### src/rtl/md_sched_pkg.sv
// Shared types and default latencies for the multiply/divide scheduler.
// Imported by the interface, the timer and the scheduler top.
package md_sched_pkg;

  typedef enum logic [1:0] {
    MD_MULT  = 2'd0,
    MD_MULTU = 2'd1,
    MD_DIV   = 2'd2,
    MD_DIVU  = 2'd3
  } md_op_t;

  typedef enum logic {
    IDLE = 1'b0,
    RUN  = 1'b1
  } md_state_t;

  localparam int MUL_DELAY_DEF = 3;
  localparam int DIV_DELAY_DEF = 32;

  function automatic logic op_is_div(input md_op_t op);
    return (op == MD_DIV) || (op == MD_DIVU);
  endfunction

  function automatic logic op_is_signed(input md_op_t op);
    return (op == MD_MULT) || (op == MD_DIV);
  endfunction

endpackage

### src/rtl/md_sched_if.sv
// Bundle between the EX lanes, the shared mul/div datapath and the scheduler.
// slave is the scheduler's view, master the pipeline/datapath side.
interface md_sched_if;
  import md_sched_pkg::*;

  // Handshake: req[i] is lane i's valid; md_stall is the inverse of ready.
  // A lane's op is consumed once it has written HI/LO; req and the lane's
  // op/operands must hold stable while md_stall or stall_ext is high.
  logic [1:0]        req;
  md_op_t [1:0]      op;
  logic [1:0][31:0]  srca;
  logic [1:0][31:0]  srcb;
  logic              flush;
  logic              stall_ext;
  logic              md_stall;
  logic              busy;

  logic              mul_start;
  logic              div_start;
  logic              dp_signed;
  logic [31:0]       dp_a;
  logic [31:0]       dp_b;
  logic [31:0]       mul_hi;
  logic [31:0]       mul_lo;
  logic [31:0]       div_q;
  logic [31:0]       div_r;

  logic              hilo_we;
  logic [31:0]       hi_wd;
  logic [31:0]       lo_wd;

  md_state_t         dbg_state;
  logic [1:0]        dbg_served;
  logic [7:0]        dbg_cnt;

  modport slave (
    input  req, op, srca, srcb, flush, stall_ext,
    input  mul_hi, mul_lo, div_q, div_r,
    output md_stall, busy, mul_start, div_start, dp_signed, dp_a, dp_b,
    output hilo_we, hi_wd, lo_wd,
    output dbg_state, dbg_served, dbg_cnt
  );

  modport master (
    output req, op, srca, srcb, flush, stall_ext,
    output mul_hi, mul_lo, div_q, div_r,
    input  md_stall, busy, mul_start, div_start, dp_signed, dp_a, dp_b,
    input  hilo_we, hi_wd, lo_wd,
    input  dbg_state, dbg_served, dbg_cnt
  );

endinterface

### src/rtl/md_sched_timer.sv
// Loadable down-counter that measures the fixed mul/div latency.
// Stops at zero; reset and flush both clear it.
module md_sched_timer #(
  parameter int W = 5
) (
  input  logic         clk,
  input  logic         reset,
  input  logic         clear,
  input  logic         load,
  input  logic [W-1:0] load_val,
  input  logic         dec,
  output logic [W-1:0] cnt,
  output logic         zero
);

  always_ff @(posedge clk) begin
    if (reset || clear) begin
      cnt <= '0;
    end else if (load) begin
      cnt <= load_val;
    end else if (dec && (cnt != '0)) begin
      cnt <= cnt - 1'b1;
    end
  end

  assign zero = (cnt == '0);

endmodule

### src/rtl/md_sched.sv
// Serialises MULT/MULTU/DIV/DIVU from both EX lanes onto one shared mul/div
// datapath, older lane (1) first, and stalls EX until every lane has written.
module md_sched
  import md_sched_pkg::*;
#(
  parameter int MUL_DELAY = MUL_DELAY_DEF,
  parameter int DIV_DELAY = DIV_DELAY_DEF
) (
  input logic       clk,
  input logic       reset,
  md_sched_if.slave bus
);

  localparam int MAX_DELAY = (MUL_DELAY > DIV_DELAY) ? MUL_DELAY : DIV_DELAY;
  localparam int CNT_W     = $clog2(MAX_DELAY);

  // The start cycle itself counts as the DELAY-1 step, so the register is
  // loaded with DELAY-2 and reaches zero in cycle t+DELAY-1 (needs DELAY >= 2).
  localparam logic [CNT_W-1:0] MUL_LOAD = CNT_W'(MUL_DELAY - 2);
  localparam logic [CNT_W-1:0] DIV_LOAD = CNT_W'(DIV_DELAY - 2);

  md_state_t        state;
  logic [1:0]       served;
  logic             lane;
  md_op_t           cur_op;

  logic [1:0]       pending;
  logic             sel_lane;
  md_op_t           sel_op;
  logic             start;
  logic             done;
  logic [CNT_W-1:0] cnt;
  logic             cnt_zero;

  logic             act_lane;
  md_op_t           act_op;
  logic             drive_dp;

  assign pending  = bus.req & ~served;
  assign sel_lane = pending[1];
  assign sel_op   = bus.op[sel_lane];
  assign start    = (state == IDLE) && (pending != 2'b00) && !bus.flush && !reset;
  assign done     = (state == RUN) && cnt_zero && !bus.flush && !reset;

  md_sched_timer #(.W(CNT_W)) u_timer (
    .clk      (clk),
    .reset    (reset),
    .clear    (bus.flush),
    .load     (start),
    .load_val (op_is_div(sel_op) ? DIV_LOAD : MUL_LOAD),
    .dec      (state == RUN),
    .cnt      (cnt),
    .zero     (cnt_zero)
  );

  always_ff @(posedge clk) begin
    if (reset) begin
      state  <= IDLE;
      served <= 2'b00;
      lane   <= 1'b0;
      cur_op <= MD_MULT;
    end else if (bus.flush) begin
      state  <= IDLE;
      served <= 2'b00;
    end else begin
      case (state)
        IDLE: begin
          if (pending != 2'b00) begin
            lane   <= sel_lane;
            cur_op <= sel_op;
            state  <= RUN;
          end else if (!bus.stall_ext) begin
            // Instructions leave EX this cycle; forget what was completed.
            served <= 2'b00;
          end
        end
        RUN: begin
          if (cnt_zero) begin
            served[lane] <= 1'b1;
            state        <= IDLE;
          end
        end
        default: state <= IDLE;
      endcase
    end
  end

  // While running, keep presenting the in-service lane's operands.
  assign act_lane = (state == RUN) ? lane : sel_lane;
  assign act_op   = (state == RUN) ? cur_op : sel_op;
  assign drive_dp = !reset && ((state == RUN) || (pending != 2'b00));

  assign bus.dp_a      = drive_dp ? bus.srca[act_lane] : 32'd0;
  assign bus.dp_b      = drive_dp ? bus.srcb[act_lane] : 32'd0;
  assign bus.dp_signed = drive_dp && op_is_signed(act_op);
  assign bus.mul_start = start && !op_is_div(sel_op);
  assign bus.div_start = start && op_is_div(sel_op);

  assign bus.hilo_we = done;
  assign bus.hi_wd   = !done ? 32'd0 : (op_is_div(cur_op) ? bus.div_r : bus.mul_hi);
  assign bus.lo_wd   = !done ? 32'd0 : (op_is_div(cur_op) ? bus.div_q : bus.mul_lo);

  assign bus.md_stall = !reset && (pending != 2'b00);
  assign bus.busy     = !reset && (state == RUN);

  assign bus.dbg_state  = state;
  assign bus.dbg_served = served;
  assign bus.dbg_cnt    = 8'(cnt);

endmodule

### src/flat_wrapper.sv
// flat-port wrapper written by rule: the top's interface ports become plain ports
module md_sched_flat import md_sched_pkg::*;
#(
  parameter int MUL_DELAY = MUL_DELAY_DEF,
  parameter int DIV_DELAY = DIV_DELAY_DEF
)
  (clk, reset, bus_req, bus_op, bus_srca, bus_srcb, bus_flush, bus_stall_ext, bus_mul_hi, bus_mul_lo, bus_div_q, bus_div_r, bus_md_stall, bus_busy, bus_mul_start, bus_div_start, bus_dp_signed, bus_dp_a, bus_dp_b, bus_hilo_we, bus_hi_wd, bus_lo_wd, bus_dbg_state, bus_dbg_served, bus_dbg_cnt);
  md_sched_if bus_i ();
  input logic clk;
  input logic reset;
  input wire logic [$bits(bus_i.req)-1:0] bus_req;
  input wire logic [$bits(bus_i.op)-1:0] bus_op;
  input wire logic [$bits(bus_i.srca)-1:0] bus_srca;
  input wire logic [$bits(bus_i.srcb)-1:0] bus_srcb;
  input wire logic [$bits(bus_i.flush)-1:0] bus_flush;
  input wire logic [$bits(bus_i.stall_ext)-1:0] bus_stall_ext;
  input wire logic [$bits(bus_i.mul_hi)-1:0] bus_mul_hi;
  input wire logic [$bits(bus_i.mul_lo)-1:0] bus_mul_lo;
  input wire logic [$bits(bus_i.div_q)-1:0] bus_div_q;
  input wire logic [$bits(bus_i.div_r)-1:0] bus_div_r;
  output wire logic [$bits(bus_i.md_stall)-1:0] bus_md_stall;
  output wire logic [$bits(bus_i.busy)-1:0] bus_busy;
  output wire logic [$bits(bus_i.mul_start)-1:0] bus_mul_start;
  output wire logic [$bits(bus_i.div_start)-1:0] bus_div_start;
  output wire logic [$bits(bus_i.dp_signed)-1:0] bus_dp_signed;
  output wire logic [$bits(bus_i.dp_a)-1:0] bus_dp_a;
  output wire logic [$bits(bus_i.dp_b)-1:0] bus_dp_b;
  output wire logic [$bits(bus_i.hilo_we)-1:0] bus_hilo_we;
  output wire logic [$bits(bus_i.hi_wd)-1:0] bus_hi_wd;
  output wire logic [$bits(bus_i.lo_wd)-1:0] bus_lo_wd;
  output wire logic [$bits(bus_i.dbg_state)-1:0] bus_dbg_state;
  output wire logic [$bits(bus_i.dbg_served)-1:0] bus_dbg_served;
  output wire logic [$bits(bus_i.dbg_cnt)-1:0] bus_dbg_cnt;
  assign bus_i.req = bus_req;
  assign bus_i.op = bus_op;
  assign bus_i.srca = bus_srca;
  assign bus_i.srcb = bus_srcb;
  assign bus_i.flush = bus_flush;
  assign bus_i.stall_ext = bus_stall_ext;
  assign bus_i.mul_hi = bus_mul_hi;
  assign bus_i.mul_lo = bus_mul_lo;
  assign bus_i.div_q = bus_div_q;
  assign bus_i.div_r = bus_div_r;
  assign bus_md_stall = bus_i.md_stall;
  assign bus_busy = bus_i.busy;
  assign bus_mul_start = bus_i.mul_start;
  assign bus_div_start = bus_i.div_start;
  assign bus_dp_signed = bus_i.dp_signed;
  assign bus_dp_a = bus_i.dp_a;
  assign bus_dp_b = bus_i.dp_b;
  assign bus_hilo_we = bus_i.hilo_we;
  assign bus_hi_wd = bus_i.hi_wd;
  assign bus_lo_wd = bus_i.lo_wd;
  assign bus_dbg_state = bus_i.dbg_state;
  assign bus_dbg_served = bus_i.dbg_served;
  assign bus_dbg_cnt = bus_i.dbg_cnt;
  md_sched #(.MUL_DELAY(MUL_DELAY), .DIV_DELAY(DIV_DELAY)) u_core (.clk(clk), .reset(reset), .bus(bus_i));
endmodule
### config.mk
export PLATFORM = sky130hd
export DESIGN_NAME = md_sched_flat
export DESIGN_NICKNAME = d
export VERILOG_FILES = /design/src/rtl/md_sched_pkg.sv /design/src/rtl/md_sched_if.sv /design/src/rtl/md_sched_timer.sv /design/src/rtl/md_sched.sv /design/src/flat_wrapper.sv
export SDC_FILE = /design/constraint.sdc
export NUM_CORES = 1
export LEC_CHECK = 0
export ABC_AREA = 1
export BUFFER_PORTS_ARGS = -buffer_cell sky130_fd_sc_hd__buf_2
export CAP_MARGIN = 20
export CORE_AREA = 2 2 160 162
export CTS_CLUSTER_SIZE = 8
export DETAILED_ROUTE_END_ITERATION = 8
export DIE_AREA = 0 0 162 164
export PLACE_DENSITY = 0.35
export SYNTH_ARGS = -nofsm -noshare
export SYNTH_HDL_FRONTEND = slang
export SYNTH_SLANG_ARGS = --single-unit
### constraint.sdc
create_clock -name clk -period 1.35 [get_ports clk]
set_input_delay 0.0675 -clock clk [delete_from_list [all_inputs] [get_ports clk]]
set_output_delay 0.0675 -clock clk [all_outputs]
set_load 0.03 [all_outputs]
==> results.ini <==
[clock_tree]
htree_levels = 1
root_buffer = clkbuf_16
clockBufferDepth = 2
insertion_delay_ns = 0.24
cts_inserted_buffers = 3
cts_tree = yes
cts_sinks = 11
cts_hold_buf = 0
clkTransAtPathRegs_ns = 0.04

[die]
fp.dieH_um = 164
start_util = 0.1040
row_count = 58
die_w_um = 162
core_area_sq_um = 24820
die_area_sq_um = 26570
io_pins = 411

[detailed_routing]
vias = 5275
ant_nets = 0
drt_iter0_drc = 153
via_per_inst = 3.957
wl_per_cell_um = 15.55
wl_um = 20720
drc = 0
first_pass_iters = 4

[synth]
syn_avg_cell_area_sq_um = 4.877
seq_area_frac_synth = 0.08535
ys_ff_latch = 11
syn_area_sq_um = 2580
yosys_warnings = 0
ys_types = 27
syn_inst = 529

[cells_and_area]
regArea_sq_um = 240.2
synthToLayoutAreaGrowth_pct = 253.9
utilization = 0.3679
final_cell_mix = buf_2, nand2_1, nand2_4
fin_nets = 1270
multi_input_comb_area_sq_um = 4123
drive_gt1_frac = 0.8064
final_common_cell = buf_2
fillers = 2558

[critical_path]
critPathCaptureType = primary output
worst-path-max-fanout = 8
cp.required_ns = 1.28
crit_path_start_kind = flop
crit_chain = nor2_4 -> nand2_2 -> o21ai_4 -> buf_12 -> buf_12 -> buf_16 -> buf_6 -> nand2_4 -> a21oi_2 -> buf_6
arrival_ns = 1.72
path_class = flop to primary output
crit_path_top_delay_cell = dfxtp_4
max_stage_delay_ns = 0.35
critPathTopFamily = buffers and inverters
path_buf_inv = 5

[sta]
fin_ws_ns = -0.4403
clock.fmax_ghz = 0.5586
finalSetupTns_ns = -48.83
fin_crit_ns = 1.790
clock_skew_ns = 0.004021
drv_slew = 0
setup_viol = 131
fin_crit_sh = 1.326
hold_viol = 0
rsz0062_at_grt = true

[power]
powerDensity_nw_per_um2 = 509.3
p_leak_uw = 0.004379
finalPower_uw = 4651
ir_drop_mv = 0.4551

[placed_design]
gp_congestion = 0.7650
dp_hpwl_um = 15410
place_ws_ns = -0.2907
portBuffers = 407

[global_route]
grt_start_max_net_pins = 28
antenna_found_initial = 1
grt_first_pass_wirelength_um = 29970
first_global_vias = 5376
grt_usage = 0.1428
overflow = 0

[flow_run]
maxCapViolations = 0

[status]
violations = setup timing
status = finished with violations

[min_path]
holdCritPathClass = primary input to flop

==> worst reg2reg max path, stage by stage, from the launching register on <==
cell and delay (ns):
dfxtp_4 0.33, inv_2 0.06, ha_4 0.13, nand3b_1 0.13, buf_4 0.18, nand2_4 0.06
nand2_4 0.05, buf_4 0.13, nand3_1 0.08, a21oi_1 0.06
==> kinds of logic (layout without fill, tap and decap cells) <==
group                      Yosys count  in the layout  share of synthesized area
buffers and inverters               65            536                     0.1460
other                                1              4                   0.001454
xor gates and xnor gates             1              1                   0.003395
DFF                                 11             11                    0.08535
AOI/OAI and AO/OA                  144            144                     0.2924
adders and majority gates            1              1                   0.004849
muxes                                1              1                   0.003880
and+or+nand+nor                    305            305                     0.4627
==> per-stage QoR <==
step,cells,area (sq um),hold WS (ns)
6_report,1333,9131,0.2502
5_1_grt,1333,9131,0.2782
4_1_cts,1335,8866,0.2479
3_5_place_dp,1283,6394,0.4675
3_3_place_gp,1283,6394,0.4679
2_1_floorplan,531,3689,0.1784
==> worst paths after layout <==
path | cells past startpoint | start | slack (ns) | end
min reg2reg | 2 | u_core.cur_op[0] | 0.47 | u_core.cur_op[0]
min | 4 | bus_stall_ext | 0.25 | u_core.bus.dbg_served[1]
max reg2reg | 9 | u_core.u_timer.cnt[1] | 0.01 | u_core.u_timer.cnt[2]
max | 10 | u_core.bus.dbg_served[1] | -0.44 | bus_dp_b[10]
==> metal layers <==
| metal | global-route usage | wire length, um | vias to the layer above |
|---|---|---|---|
| li1 | - | - | 2653 |
| met5 | 0 | 0 | - |
| met1 | 0.1547 | 7582 | 2382 |
| met4 | 0.01448 | 152 | 0 |
| met3 | 0.02955 | 1509 | 10 |
| met2 | 0.2909 | 11480 | 230 |
==> timing repair <==
action,in CTS,in global routing
pin swaps,67,31
setup buffers,36,12
gates cloned,16,2
endpoints found under the setup margin,139,141
resized for setup,481,95
==> state kept, by name, summed over array words and instances (netlist names) <==
name and count:
u_core.bus.dbg_served 2, u_core.u_timer.cnt 5, u_core.cur_op 2, u_core.bus.dbg_state 1, u_core.lane 1
==> power breakdown <==
part	switching [uW]	total, uW	internal, uW
Clock	139	535	396
Combinational	2050	3760	1710
Sequential	13.8	353	339
Total	2200	4650	2450
==> cells in the mapped netlist <==
cell type | count | area (sq um)
buf_4 | 11 | 82.58
buf_6 | 11 | 123.9
xnor2_1 | 1 | 8.760
nand3_2 | 1 | 10.01
o21ai_2 | 1 | 8.760
nand3_1 | 9 | 45.04
clkbuf_1 | 14 | 52.55
nand3b_1 | 1 | 7.510
nor2_4 | 1 | 11.26
nor2_2 | 1 | 6.260
inv_2 | 3 | 11.26
o21ai_0 | 2 | 10.01
nand2_2 | 1 | 6.260
buf_2 | 7 | 35.03
nor2_1 | 7 | 26.28
conb_1 | 1 | 3.750
nand2_1 | 282 | 1059
dfxtp_1 | 11 | 220.2
o22ai_1 | 3 | 18.77
ha_1 | 1 | 12.51
a21oi_2 | 5 | 43.79
mux2i_1 | 1 | 10.01
inv_1 | 19 | 71.32
o2111ai_1 | 2 | 17.52
nor3_4 | 1 | 16.27
a21oi_1 | 131 | 655.6
nand4_1 | 1 | 6.260
==> cell type report <==
type                       instances  share of cell area
sequential                        11             0.02631
clock buffer                       4            0.008632
inverter                          22             0.01357
antenna                            1           0.0002740
tap                              330             0.04522
multi-input combinational        455              0.4515
timing repair buffer             510              0.4545
Note: power is estimated with default switching activity, not from simulation.
